### src/rtl/call_stack.sv
// rtl/call_stack.sv - return-address stack between the CALL/RET decoder and the PC load path
// Optional sticky overflow/underflow flags are enabled by defining CALL_STACK_ERR_EN.
module call_stack #(
    parameter int DEPTH = 8,
    parameter int WIDTH = 8
) (
    input  logic                       clk,
    input  logic                       rst,
    input  logic                       push,
    input  logic                       pop,
    input  logic [WIDTH-1:0]           push_addr,
    output logic                       pc_load,
    output logic [WIDTH-1:0]           pc_target,
    output logic [$clog2(DEPTH):0]     count,
    output logic                       empty,
`ifdef CALL_STACK_ERR_EN
    output logic                       full,
    output logic                       err_overflow,
    output logic                       err_underflow
`else
    output logic                       full
`endif
);

    localparam int PW = $clog2(DEPTH);
    localparam int CW = PW + 1;

    logic [WIDTH-1:0] entry [DEPTH];
    logic [CW-1:0]    sp;
    logic [CW-1:0]    sp_dec;
    logic [PW-1:0]    top_idx;
    logic [PW-1:0]    wr_idx;
    logic             is_empty;
    logic             is_full;
    logic             do_pop;
    logic             do_replace;
    logic             do_push;
    logic             wr_en;

    assign is_empty = (sp == '0);
    assign is_full  = (sp == CW'(DEPTH));
    assign sp_dec   = sp - CW'(1);
    assign top_idx  = sp_dec[PW-1:0];

    // A simultaneous push and pop on a non-empty stack overwrites the top in place.
    assign do_pop     = pop && !is_empty;
    assign do_replace = push && do_pop;
    assign do_push    = push && !do_pop && !is_full;
    assign wr_en      = rst && (do_replace || do_push);
    assign wr_idx     = do_replace ? top_idx : sp[PW-1:0];

    assign count = sp;
    assign empty = is_empty;
    assign full  = is_full;

    always_ff @(posedge clk) begin
        if (wr_en) begin
            entry[wr_idx] <= push_addr;
        end
    end

    always_ff @(posedge clk) begin
        if (!rst) begin
            sp        <= '0;
            pc_load   <= 1'b0;
            pc_target <= '0;
        end else begin
            pc_load <= do_pop;
            if (do_pop) begin
                pc_target <= entry[top_idx];
            end
            if (do_pop && !push) begin
                sp <= sp_dec;
            end else if (do_push) begin
                sp <= sp + CW'(1);
            end
        end
    end

`ifdef CALL_STACK_ERR_EN
    always_ff @(posedge clk) begin
        if (!rst) begin
            err_overflow  <= 1'b0;
            err_underflow <= 1'b0;
        end else begin
            if (push && !pop && is_full) begin
                err_overflow <= 1'b1;
            end
            if (pop && is_empty) begin
                err_underflow <= 1'b1;
            end
        end
    end
`endif

endmodule

### config.mk
export PLATFORM = sky130hd
export DESIGN_NAME = call_stack
export DESIGN_NICKNAME = d
export VERILOG_FILES = /design/src/rtl/call_stack.sv
export SDC_FILE = /design/constraint.sdc
export NUM_CORES = 1
export LEC_CHECK = 0
export ABC_AREA = 0
export CORE_ASPECT_RATIO = 0.8
export CORE_UTILIZATION = 55
export CTS_CLUSTER_DIAMETER = 200
export DETAILED_ROUTE_END_ITERATION = 10
export PLACE_DENSITY = 0.76
export SLEW_MARGIN = 20
export SYNTH_ARGS = -nofsm -noshare
export SYNTH_HDL_FRONTEND = slang
export SYNTH_SLANG_ARGS = --single-unit
### constraint.sdc
create_clock -name clk -period 7.5 [get_ports clk]
set_input_delay 1.875 -clock clk [delete_from_list [all_inputs] [get_ports clk]]
set_output_delay 1.875 -clock clk [all_outputs]
set_load 0.005 [all_outputs]
* Yosys cells after proc, flatten, opt, wreduce, memory -nomap -nowiden
Memory sizes are Yosys's and may differ from the RTL's. A register that Yosys moved wholly into a read port is not among the register bits.
Cells that the tools add are included.
** Word-level totals
- Output and inout port bits :: 15
- Input port bits :: 12
- Bits in writable memories :: 64
- Bits in registers :: 5
- Memories kept :: 1
- Logic and storage cells :: 25
** Memory list
- entry :: words 8, bits a word 8, read ports 1, clocked after memory_dff 1, write ports 1, line 28 : logic [WIDTH-1:0] entry [DEPTH];
** Cells by class
- Add/sub/neg operators :: 2
- Multiplexer cells :: 5
- Reductions and logical operators :: 14
- Equal/unequal tests :: 1
** Operator list (number)
- 4-bit 2-to-1 mux :: 2
- 1-bit logical AND :: 6
- 1-bit zero test :: 5
- 4-bit by 1-bit adder with 4-bit output, second input constant :: 1
- 4-bit equality test, second input constant :: 1
- 4-bit zero test :: 1
- 4-bit by 1-bit subtractor with 4-bit output, second input constant :: 1
- 3-bit 2-to-1 mux :: 1
- 1-bit 2-to-1 mux :: 2
- 2-bit nonzero test :: 1
- 1-bit logical OR :: 1

* Longest topological paths before layout
Gate-level depths: netlist (run 1).
- Depth in word-level cells :: 10
- Gate-level depth with buffers :: 10
- Depth with buffers taken out :: 7

* Least setup slack after synthesis (run 1)
OpenSTA, ideal clock, no wires.
- Kind :: flip-flop to output port
- Start point :: register sp[0], in the netlist count[0]
- End point :: output empty
- Slack :: 4.147 ns
- Stages on the path, launching flop included :: 8
- Buffers on the path :: 3
- Arrival :: 1.478 ns
- Data required time :: 5.625 ns
- Path through :: dfxtp_1 buf_2 buf_2 inv_1 ha_1 or3b_1 clkbuf_2 inv_1
** Between the ends
- Cells in the longest elaborated chain, start to end :: 1
** RTL lines
- from (decl) :: line 29 : logic [CW-1:0] sp;
- from (signal assigned) :: line 73 : sp <= sp_dec;
- from (signal assigned) :: line 75 : sp <= sp + CW'(1);
- 4-bit zero test :: line 40 : assign is_empty = (sp == '0);
- to (decl) :: line 15 : output logic empty,
Every way passes these cells.

* Worst setup path after layout (run 1)
Same ends and word-level chain as after synthesis.

==> results.sh, run 1 <==
export IMPL_worst_skew_pair_late_latency_ns=0.35
export IMPL_core_um2=5500
export IMPL_seq_area_um2=2180
export IMPL_fin_area_um2=3650
export IMPL_via_per_inst=5.92
export IMPL_period_minus_slack_ns=4.22
export IMPL_path_max_fanout=11
export IMPL_crit_start="count[0]$_SDFFE_PN0P_"
export IMPL_n_antenna_cell=0
export IMPL_worst_slew_pin_slew_ns=0.917
export IMPL_yosysSeqAreaShare=0.692
export IMPL_clock_fmax_ghz=0.237
export IMPL_clockRootBuffer="clkbuf_8"
export IMPL_end_kind="output port"
export IMPL_cp_data_arrival_time_ns=2.34
export IMPL_min_path_type="register to register"
export IMPL_fin_util=0.664
export IMPL_dieArea_um2=6040
export IMPL_antenna_found_initial=0
export IMPL_synth_edff_count=64
export IMPL_required_ns=5.62
export IMPL_p_leak_uw=0.00121
export IMPL_grt_pass1_wl_mm=9.74
export IMPL_dp_hpwl_mm=4.22
export IMPL_numPortBuffers=26
export IMPL_drv_slew=0
export IMPL_synth_ff_type="edfxtp_1"
export IMPL_placed_area_um2=3470
export IMPL_yosysWarnings=0
export IMPL_grt_overflow_total=0
export IMPL_track_usage=0.231
export IMPL_placement_rows=24
export IMPL_clockBufferDepth=2
export IMPL_cts_tree="yes"
export IMPL_clock_sinks=77
export IMPL_layoutNonFillerInstCount=309
export IMPL_outcome="complete, no violations"
export IMPL_clk_pin_slew_ns=0.08
export IMPL_final_setup_worst_slack_ns=3.28
export IMPL_drtIter0Drc=193
export IMPL_fin_tns_setup_ns=0
export IMPL_synth_area_um2=3150
export IMPL_drt_total_wl_mm=6.16
export IMPL_post_cts_setup_buffers=0
export IMPL_async_reset_ff_frac=0
export IMPL_synth_distinct_cells=37
export IMPL_max_cap_viol_count=0
export IMPL_fin_crit_sh=0.562
export IMPL_peakVddDrop_mv=0.156
export IMPL_syn_nets=212
export IMPL_ant_nets=0
export IMPL_fin_worst_skew_ns=0.00936
export IMPL_firstDrtPassIters=4
export IMPL_max_slew_margin=0.387
export IMPL_r2r_start="count[0]$_SDFFE_PN0P_"
export IMPL_ys_ff_latch=77
export IMPL_drc=0
export IMPL_multi_input_area_um2=908
export IMPL_synthCells=198
export IMPL_hold_violations=0
export IMPL_cts_resized=0
export IMPL_syn2layout_area_growth_pct=15.8
export IMPL_pre_cts_slack_ns=3.14
export IMPL_ios=27
export IMPL_fill_cells=379
export IMPL_first_global_vias=1797
export IMPL_h_tree_depth=3
export IMPL_setup_violations=0
export IMPL_syn_avg_cell_area_um2=15.9
export IMPL_post_place_cells=293
export IMPL_hp_start="pc_target[3]$_SDFFE_PN0N_"
export IMPL_vias=1829
export IMPL_rsz0062_at_grt="no"
export IMPL_grt_max_degree=25
export IMPL_cts_hold_buf=0
export IMPL_layout_drive_gt1_share=0.173
export IMPL_final_nets=240
export IMPL_worstSetupPathType="register to output port"
export IMPL_startpoint_type="register"
export IMPL_die_h_um=69.7
export IMPL_routabilityCongestion=0.885
export IMPL_numCtsBuffers=9
export IMPL_p_per_area_nw_per_um2=267
export IMPL_start_util=0.574
export IMPL_die_x_um=86.7
export IMPL_reg2reg_slack_ns=4.45
export IMPL_wl_per_cell_um=19.9
## worst max-delay path: stages (launching register included)
cell and delay, ns:
dfxtp_1 0.32, inv_1 0.16, ha_1 0.40, or3b_1 0.49, inv_1 0.11, clkdlybuf4s50_1 0.50
## area by class of cell
cell class,count,area share
Sequential cell,77,0.598
Timing Repair Buffer,27,0.0733
Multi-Input combinational cell,105,0.249
Clock buffer,9,0.0339
Clock inverter,7,0.0134
Tap cell,78,0.0267
Inverter,6,0.00617
## cell usage after synthesis, drive strengths merged, types with 3 or more instances
master,n,area [um2]
a21oi,5,25.0
edfxtp,64,1920
nand3,4,20.0
clkbuf,5,20.0
a22oi,7,52.6
nand2,20,75.1
dfxtp,13,260
nor2,14,52.6
inv,6,22.5
a21boi,3,22.5
o21ai,3,15.0
buf,5,25.0
nand2b,5,31.3
mux4,16,360
## layer usage
metal  up-vias  GRT usage  part of all wire
met4         0     0.0852             0.018
li1        830          -                 -
met3        14     0.0726              0.10
met1       898      0.323              0.42
met5         -          0                 0
met2        87      0.345              0.45
## sequential cells by signal, indices dropped and copies added, names as in the netlist
name,count
entry,64
pc_target,8
count,4
pc_load,1
## power by group
part           internal (uW)  switching [uW]
registers                489            12.9
logic                    100             103
clock network            121             149
total                    710             265
## cell families (layout without fill, tap and decap cells)
kind of cell               count (synthesis)  after routing  synth area share
AOI/OAI and AO/OA                         28             28            0.0623
muxes                                     20             20             0.128
DFF                                       77             77             0.692
and+or+nand+nor                           55             55            0.0885
buffers and inverters                     16             49            0.0214
adders and majority gates                  2              2           0.00794
## metrics by stage
stage,power [uW],hold WS (ns)
5_1_grt,1020,0.460
3_5_place_dp,713,0.430
2_1_floorplan,642,0.435
4_1_cts,978,0.441
6_report,975,0.437
3_3_place_gp,708,0.425
## path summary, 6_finish.rpt
kind,end,cells past startpoint
hold / removal,pc_target[3]$_SDFFE_PN0N_,2
hold reg to reg,pc_target[3]$_SDFFE_PN0N_,2
setup / recovery,empty,5
setup reg to reg,entry[6][5]$_DFFE_PP_,6
## cells in the final DEF (no fill, tap or decap), types with 3 or more instances in the layout
cell type        count
dfxtp_1             13
a22oi_1              7
clkdlybuf4s50_1     26
mux4_2              16
nand2b_1             5
o21ai_0              3
a21oi_1              5
clkbuf_8             9
inv_1                6
nand3_1              4
nor2_1              14
nand2_1             20
edfxtp_1            64
(Power assumes the default switching activity.)
==> run 2, diff against run 1 <==
- CORE_UTILIZATION: 55 -> 51
- PLACE_DENSITY: 0.76 -> 0.74
- clock period: 7.5 -> 3.7 ns (I/O delays scaled with it)
==> results.sh, run 2 (synthesized netlist as in run 1, its figures left out) <==
export IMPL_outcome="complete, no violations"
export IMPL_drt_total_wl_mm=6.00
export IMPL_startpoint_type="register"
export IMPL_fin_worst_skew_ns=0.00933
export IMPL_core_um2=5940
export IMPL_clockRootBuffer="clkbuf_8"
export IMPL_n_antenna_cell=0
export IMPL_cts_resized=0
export IMPL_path_cells="inv_1, ha_1, or3b_1, inv_1, clkdlybuf4s50_1"
export IMPL_required_ns=2.77
export IMPL_wl_per_cell_um=18.6
export IMPL_cts_hold_buf=0
export IMPL_crit_buf_inv=3
export IMPL_layoutNonFillerInstCount=323
export IMPL_syn2layout_area_growth_pct=18.5
export IMPL_grt_pass1_wl_mm=9.76
export IMPL_fin_util=0.629
export IMPL_peakVddDrop_mv=0.262
export IMPL_worst_path_max_delay_cell="or3b_1"
export IMPL_drtIter0Drc=159
export IMPL_start_util=0.531
export IMPL_clock_fmax_ghz=0.301
export IMPL_numCtsBuffers=9
export IMPL_cpLargestDelayFamily="buffers and inverters"
export IMPL_pre_cts_slack_ns=0.480
export IMPL_firstDrtPassIters=4
export IMPL_dp_hpwl_mm=4.01
export IMPL_worst_slew_pin_slew_ns=0.915
export IMPL_first_global_vias=1805
export IMPL_drv_slew=0
export IMPL_end_kind="output port"
export IMPL_routabilityCongestion=0.821
export IMPL_fin_crit_sh=0.897
export IMPL_drc=0
export IMPL_largest_reg_flops=64
export IMPL_placement_rows=25
export IMPL_path_max_fanout=11
export IMPL_post_cts_setup_buffers=0
export IMPL_die_x_um=89.9
export IMPL_track_usage=0.211
export IMPL_numPortBuffers=26
export IMPL_regMostFlops="entry"
export IMPL_final_cell_mix="edfxtp_1 (64), clkdlybuf4s50_1 (26), nand2_1 (20)"
export IMPL_worstSetupPathType="register to output port"
export IMPL_final_nets=251
export IMPL_h_tree_depth=3
export IMPL_ios=27
export IMPL_p_per_area_nw_per_um2=533
export IMPL_setup_violations=0
export IMPL_antenna_found_initial=0
export IMPL_ant_nets=0
export IMPL_clk_pin_slew_ns=0.08
export IMPL_min_path_type="register to register"
export IMPL_cp_data_arrival_time_ns=2.39
export IMPL_layout_commonest_cell="edfxtp_1"
export IMPL_max_slew_margin=0.388
export IMPL_post_place_cells=307
export IMPL_clock_sinks=77
export IMPL_period_minus_slack_ns=3.32
export IMPL_layout_drive_gt1_share=0.207
export IMPL_fin_tns_setup_ns=0
export IMPL_worst_skew_pair_late_latency_ns=0.34
export IMPL_grt_overflow_total=0
export IMPL_final_setup_worst_slack_ns=0.381
export IMPL_hold_violations=0
export IMPL_power_uw=1990
export IMPL_critPathMaxStageDelay_ns=0.50
export IMPL_max_cap_viol_count=0
export IMPL_grt_max_degree=25
export IMPL_path_common_cell="inv_1"
export IMPL_via_per_inst=5.65
export IMPL_rsz0062_at_grt="no"
export IMPL_vias=1824
export IMPL_p_leak_uw=0.00127
export IMPL_cts_tree="yes"
export IMPL_die_h_um=72.3
export IMPL_dieArea_um2=6500
export IMPL_clockBufferDepth=2
[run 2: layout make-up]
cell class,instances,area [um2]
Clock buffer,11,141
Clock inverter,5,35.0
Fill cell,436,2210
Inverter,6,22.5
Multi-Input combinational cell,105,903
Sequential cell,77,2180
Tap cell,81,101
Timing Repair Buffer,38,350
[run 2: where the power goes]
group | switching [uW] | leakage (uW) | total (uW) | internal (uW)
Sequential | 25.5 | 0.000685 | 1020 | 991
Combinational | 211 | 0.000493 | 423 | 212
Clock | 287 | 0.0000897 | 550 | 263
Total | 524 | 0.00127 | 1990 | 1470
[run 2: worst register-to-register path: stages (launching register included)]
cell and delay [ns]:
dfxtp_1 0.31, inv_1 0.18, ha_1 0.41, or3b_1 0.51, a21oi_1 0.22, o21bai_1 0.16
nor2_1 0.74
[run 2: routing by layer]
metal | up-vias | wire (um) | global-route usage | part of all wire
met5 | - | 0 | 0 | 0
li1 | 854 | - | - | -
met4 | 0 | 77 | 0.0896 | 0.013
met3 | 7 | 532 | 0.0597 | 0.089
met1 | 899 | 2640 | 0.293 | 0.44
met2 | 64 | 2750 | 0.319 | 0.46
[run 2: stage by stage]
step                instance area, um2  hold WS, ns
CTS                               3740        0.446
global placement                  3560        0.426
finish                            3740        0.442
floorplan                         3150        0.435
global route                      3740        0.470
detailed placement                3560        0.435
[run 2: worst paths after layout]
path                                  start                         to  slack [ns]  cells past startpoint
hold reg to reg   pc_target[2]$_SDFFE_PN0N_  pc_target[2]$_SDFFE_PN0N_        0.44                      2
setup / recovery      count[0]$_SDFFE_PN0P_                      empty        0.38                      5
hold / removal    pc_target[2]$_SDFFE_PN0N_  pc_target[2]$_SDFFE_PN0N_        0.44                      2
setup reg to reg      count[0]$_SDFFE_PN0P_      entry[0][3]$_DFFE_PP_        0.78                      6
==> run 3, diff against run 2 <==
- CORE_UTILIZATION: 51 -> 55
- PLACE_DENSITY: 0.74 -> 0.76
- clock period: 3.7 -> 3.3 ns (I/O delays scaled with it)
==> results.sh, run 3 (synthesized netlist as in run 1, its figures left out) <==
export IMPL_rsz0062_at_grt="no"
export IMPL_clockRootBuffer="clkbuf_8"
export IMPL_track_usage=0.241
export IMPL_worstHoldPathCells=2
export IMPL_first_global_vias=1846
export IMPL_fin_tns_setup_ns=0
export IMPL_ant_nets=0
export IMPL_switchingPower_uw=608
export IMPL_max_cap_viol_count=0
export IMPL_clkPwrFrac=0.340
export IMPL_regMostFlops="entry"
export IMPL_via_per_inst=5.90
export IMPL_cpLargestDelayFamily="buffers and inverters"
export IMPL_worst_slew_pin_slew_ns=0.794
export IMPL_fin_crit_sh=0.975
export IMPL_peakVddDrop_mv=0.413
export IMPL_dp_hpwl_mm=4.36
export IMPL_grt_pass1_wl_mm=10.2
export IMPL_grt_overflow_total=0
export IMPL_cts_resized=0
export IMPL_drtIter0Drc=253
export IMPL_syn2layout_area_growth_pct=20.1
export IMPL_multi_input_area_um2=903
export IMPL_start_util=0.574
export IMPL_firstDrtPassIters=5
export IMPL_die_x_um=86.7
export IMPL_layout_commonest_cell="edfxtp_1"
export IMPL_required_ns=2.47
export IMPL_crit_buf_inv=3
export IMPL_largest_reg_flops=64
export IMPL_clockBufferDepth=2
export IMPL_p_int_uw=1850
export IMPL_routabilityCongestion=0.903
export IMPL_dieArea_um2=6040
export IMPL_grt_max_degree=25
export IMPL_clock_sinks=77
export IMPL_drv_slew=0
export IMPL_path_common_cell="inv_1"
export IMPL_combPwrFrac=0.196
export IMPL_numPortBuffers=26
export IMPL_worstSetupPathType="register to output port"
export IMPL_p_sw_frac=0.247
export IMPL_path_max_fanout=11
export IMPL_reg2reg_slack_ns=0.53
export IMPL_antenna_found_initial=0
export IMPL_numCtsBuffers=9
export IMPL_fin_worst_skew_ns=0.00870
export IMPL_cp_num_cells=5
export IMPL_p_leak_uw=0.00129
export IMPL_period_minus_slack_ns=3.22
export IMPL_worst_skew_pair_late_latency_ns=0.34
export IMPL_placement_rows=24
export IMPL_cts_tree="yes"
export IMPL_wl_per_cell_um=20.2
export IMPL_ios=27
export IMPL_placed_area_um2=3550
export IMPL_p_per_area_nw_per_um2=649
export IMPL_min_path_type="register to register"
export IMPL_h_tree_depth=3
export IMPL_clock_fmax_ghz=0.311
export IMPL_setup_violations=0
export IMPL_core_um2=5500
export IMPL_final_cell_mix="edfxtp_1 (64), clkdlybuf4s50_1 (26), nand2_1 (20)"
export IMPL_drt_total_wl_mm=6.46
export IMPL_final_nets=250
export IMPL_fill_cells=373
export IMPL_sequentialPowerShare=0.464
export IMPL_hold_violations=0
export IMPL_worst_path_max_delay_cell="or3b_1"
export IMPL_layout_drive_gt1_share=0.203
export IMPL_cp_data_arrival_time_ns=2.39
export IMPL_die_h_um=69.7
export IMPL_startpoint_type="register"
export IMPL_critPathMaxStageDelay_ns=0.51
export IMPL_n_antenna_cell=0
export IMPL_clk_pin_slew_ns=0.08
export IMPL_outcome="complete, no violations"
export IMPL_end_kind="output port"
export IMPL_path_cells="inv_1, ha_1, or3b_1, inv_1, clkdlybuf4s50_1"
export IMPL_seq_area_um2=2180
export IMPL_r2r_cells=6
export IMPL_post_cts_setup_buffers=0
export IMPL_cts_hold_buf=0
export IMPL_fin_area_um2=3790
export IMPL_max_slew_margin=0.469
export IMPL_vias=1882
export IMPL_drc=0
-- run 3: changes by cell type in the layout (fill, tap and decap cells not counted) --
cell / previous run / this run
clkinv_2: 2 / 1
clkbuf_8: 10 / 9
bufinv_16: 0 / 3
clkinv_4: 1 / 0
buf_4: 12 / 11
-- run 3: worst reg2reg max path: cells and delay by family, from the launching register on --
| kind | cells | cell delay [ns] |
|---|---|---|
| buffers and inverters | 1 | 0.18 |
| AO/OA/AOI/OAI | 2 | 0.38 |
| AND/OR/NAND/NOR | 2 | 1.11 |
| flip-flops | 1 | 0.31 |
| adder cells (fa/ha/maj) | 1 | 0.42 |
-- run 3: area by class of cell --
type,count,share of cell area
clock inverter,6,0.0294
clock buffer,10,0.0337
multi-input combinational,105,0.239
timing repair buffer,37,0.0905
inverter,6,0.00595
tap,78,0.0258
sequential,77,0.576
-- run 3: worst paths after layout --
path / startpoint / endpoint
worst max-delay path: count[0]$_SDFFE_PN0P_ / empty
worst min-delay path: pc_target[0]$_SDFFE_PN0N_ / pc_target[0]$_SDFFE_PN0N_
worst max register to register: count[0]$_SDFFE_PN0P_ / entry[0][7]$_DFFE_PP_
worst min register to register: pc_target[0]$_SDFFE_PN0N_ / pc_target[0]$_SDFFE_PN0N_
-- run 3: power groups by stage --
| stage | logic (uW) | clock network [uW] | registers [uW] |
|---|---|---|---|
| after global routing | 523 | 887 | 1150 |
| after detailed placement | 482 | 0 | 1160 |
| final | 483 | 835 | 1140 |
| after CTS | 484 | 842 | 1140 |
| after global placement | 467 | 0 | 1160 |
| after floorplan | 302 | 0 | 1160 |
-- run 3: metal layers --
layer	up-vias	GRT usage	wire [um]
li1	849	-	-
met1	946	0.352	2840
met2	81	0.365	3150
met3	6	0.0762	446
met4	0	0.0407	24
met5	-	0	0
-- run 3: per-stage QoR --
step | setup WS [ns] | util | power [uW] | instances | hold slack [ns]
after floorplan | 0.578 | - | 1460 | 198 | 0.435
after global placement | 0.410 | 0.646 | 1630 | 303 | 0.427
after detailed placement | 0.263 | 0.646 | 1650 | 303 | 0.437
after CTS | 0.0994 | 0.689 | 2470 | 319 | 0.447
after global routing | 0.00119 | 0.689 | 2560 | 319 | 0.476
final | 0.0840 | 0.689 | 2460 | 319 | 0.445
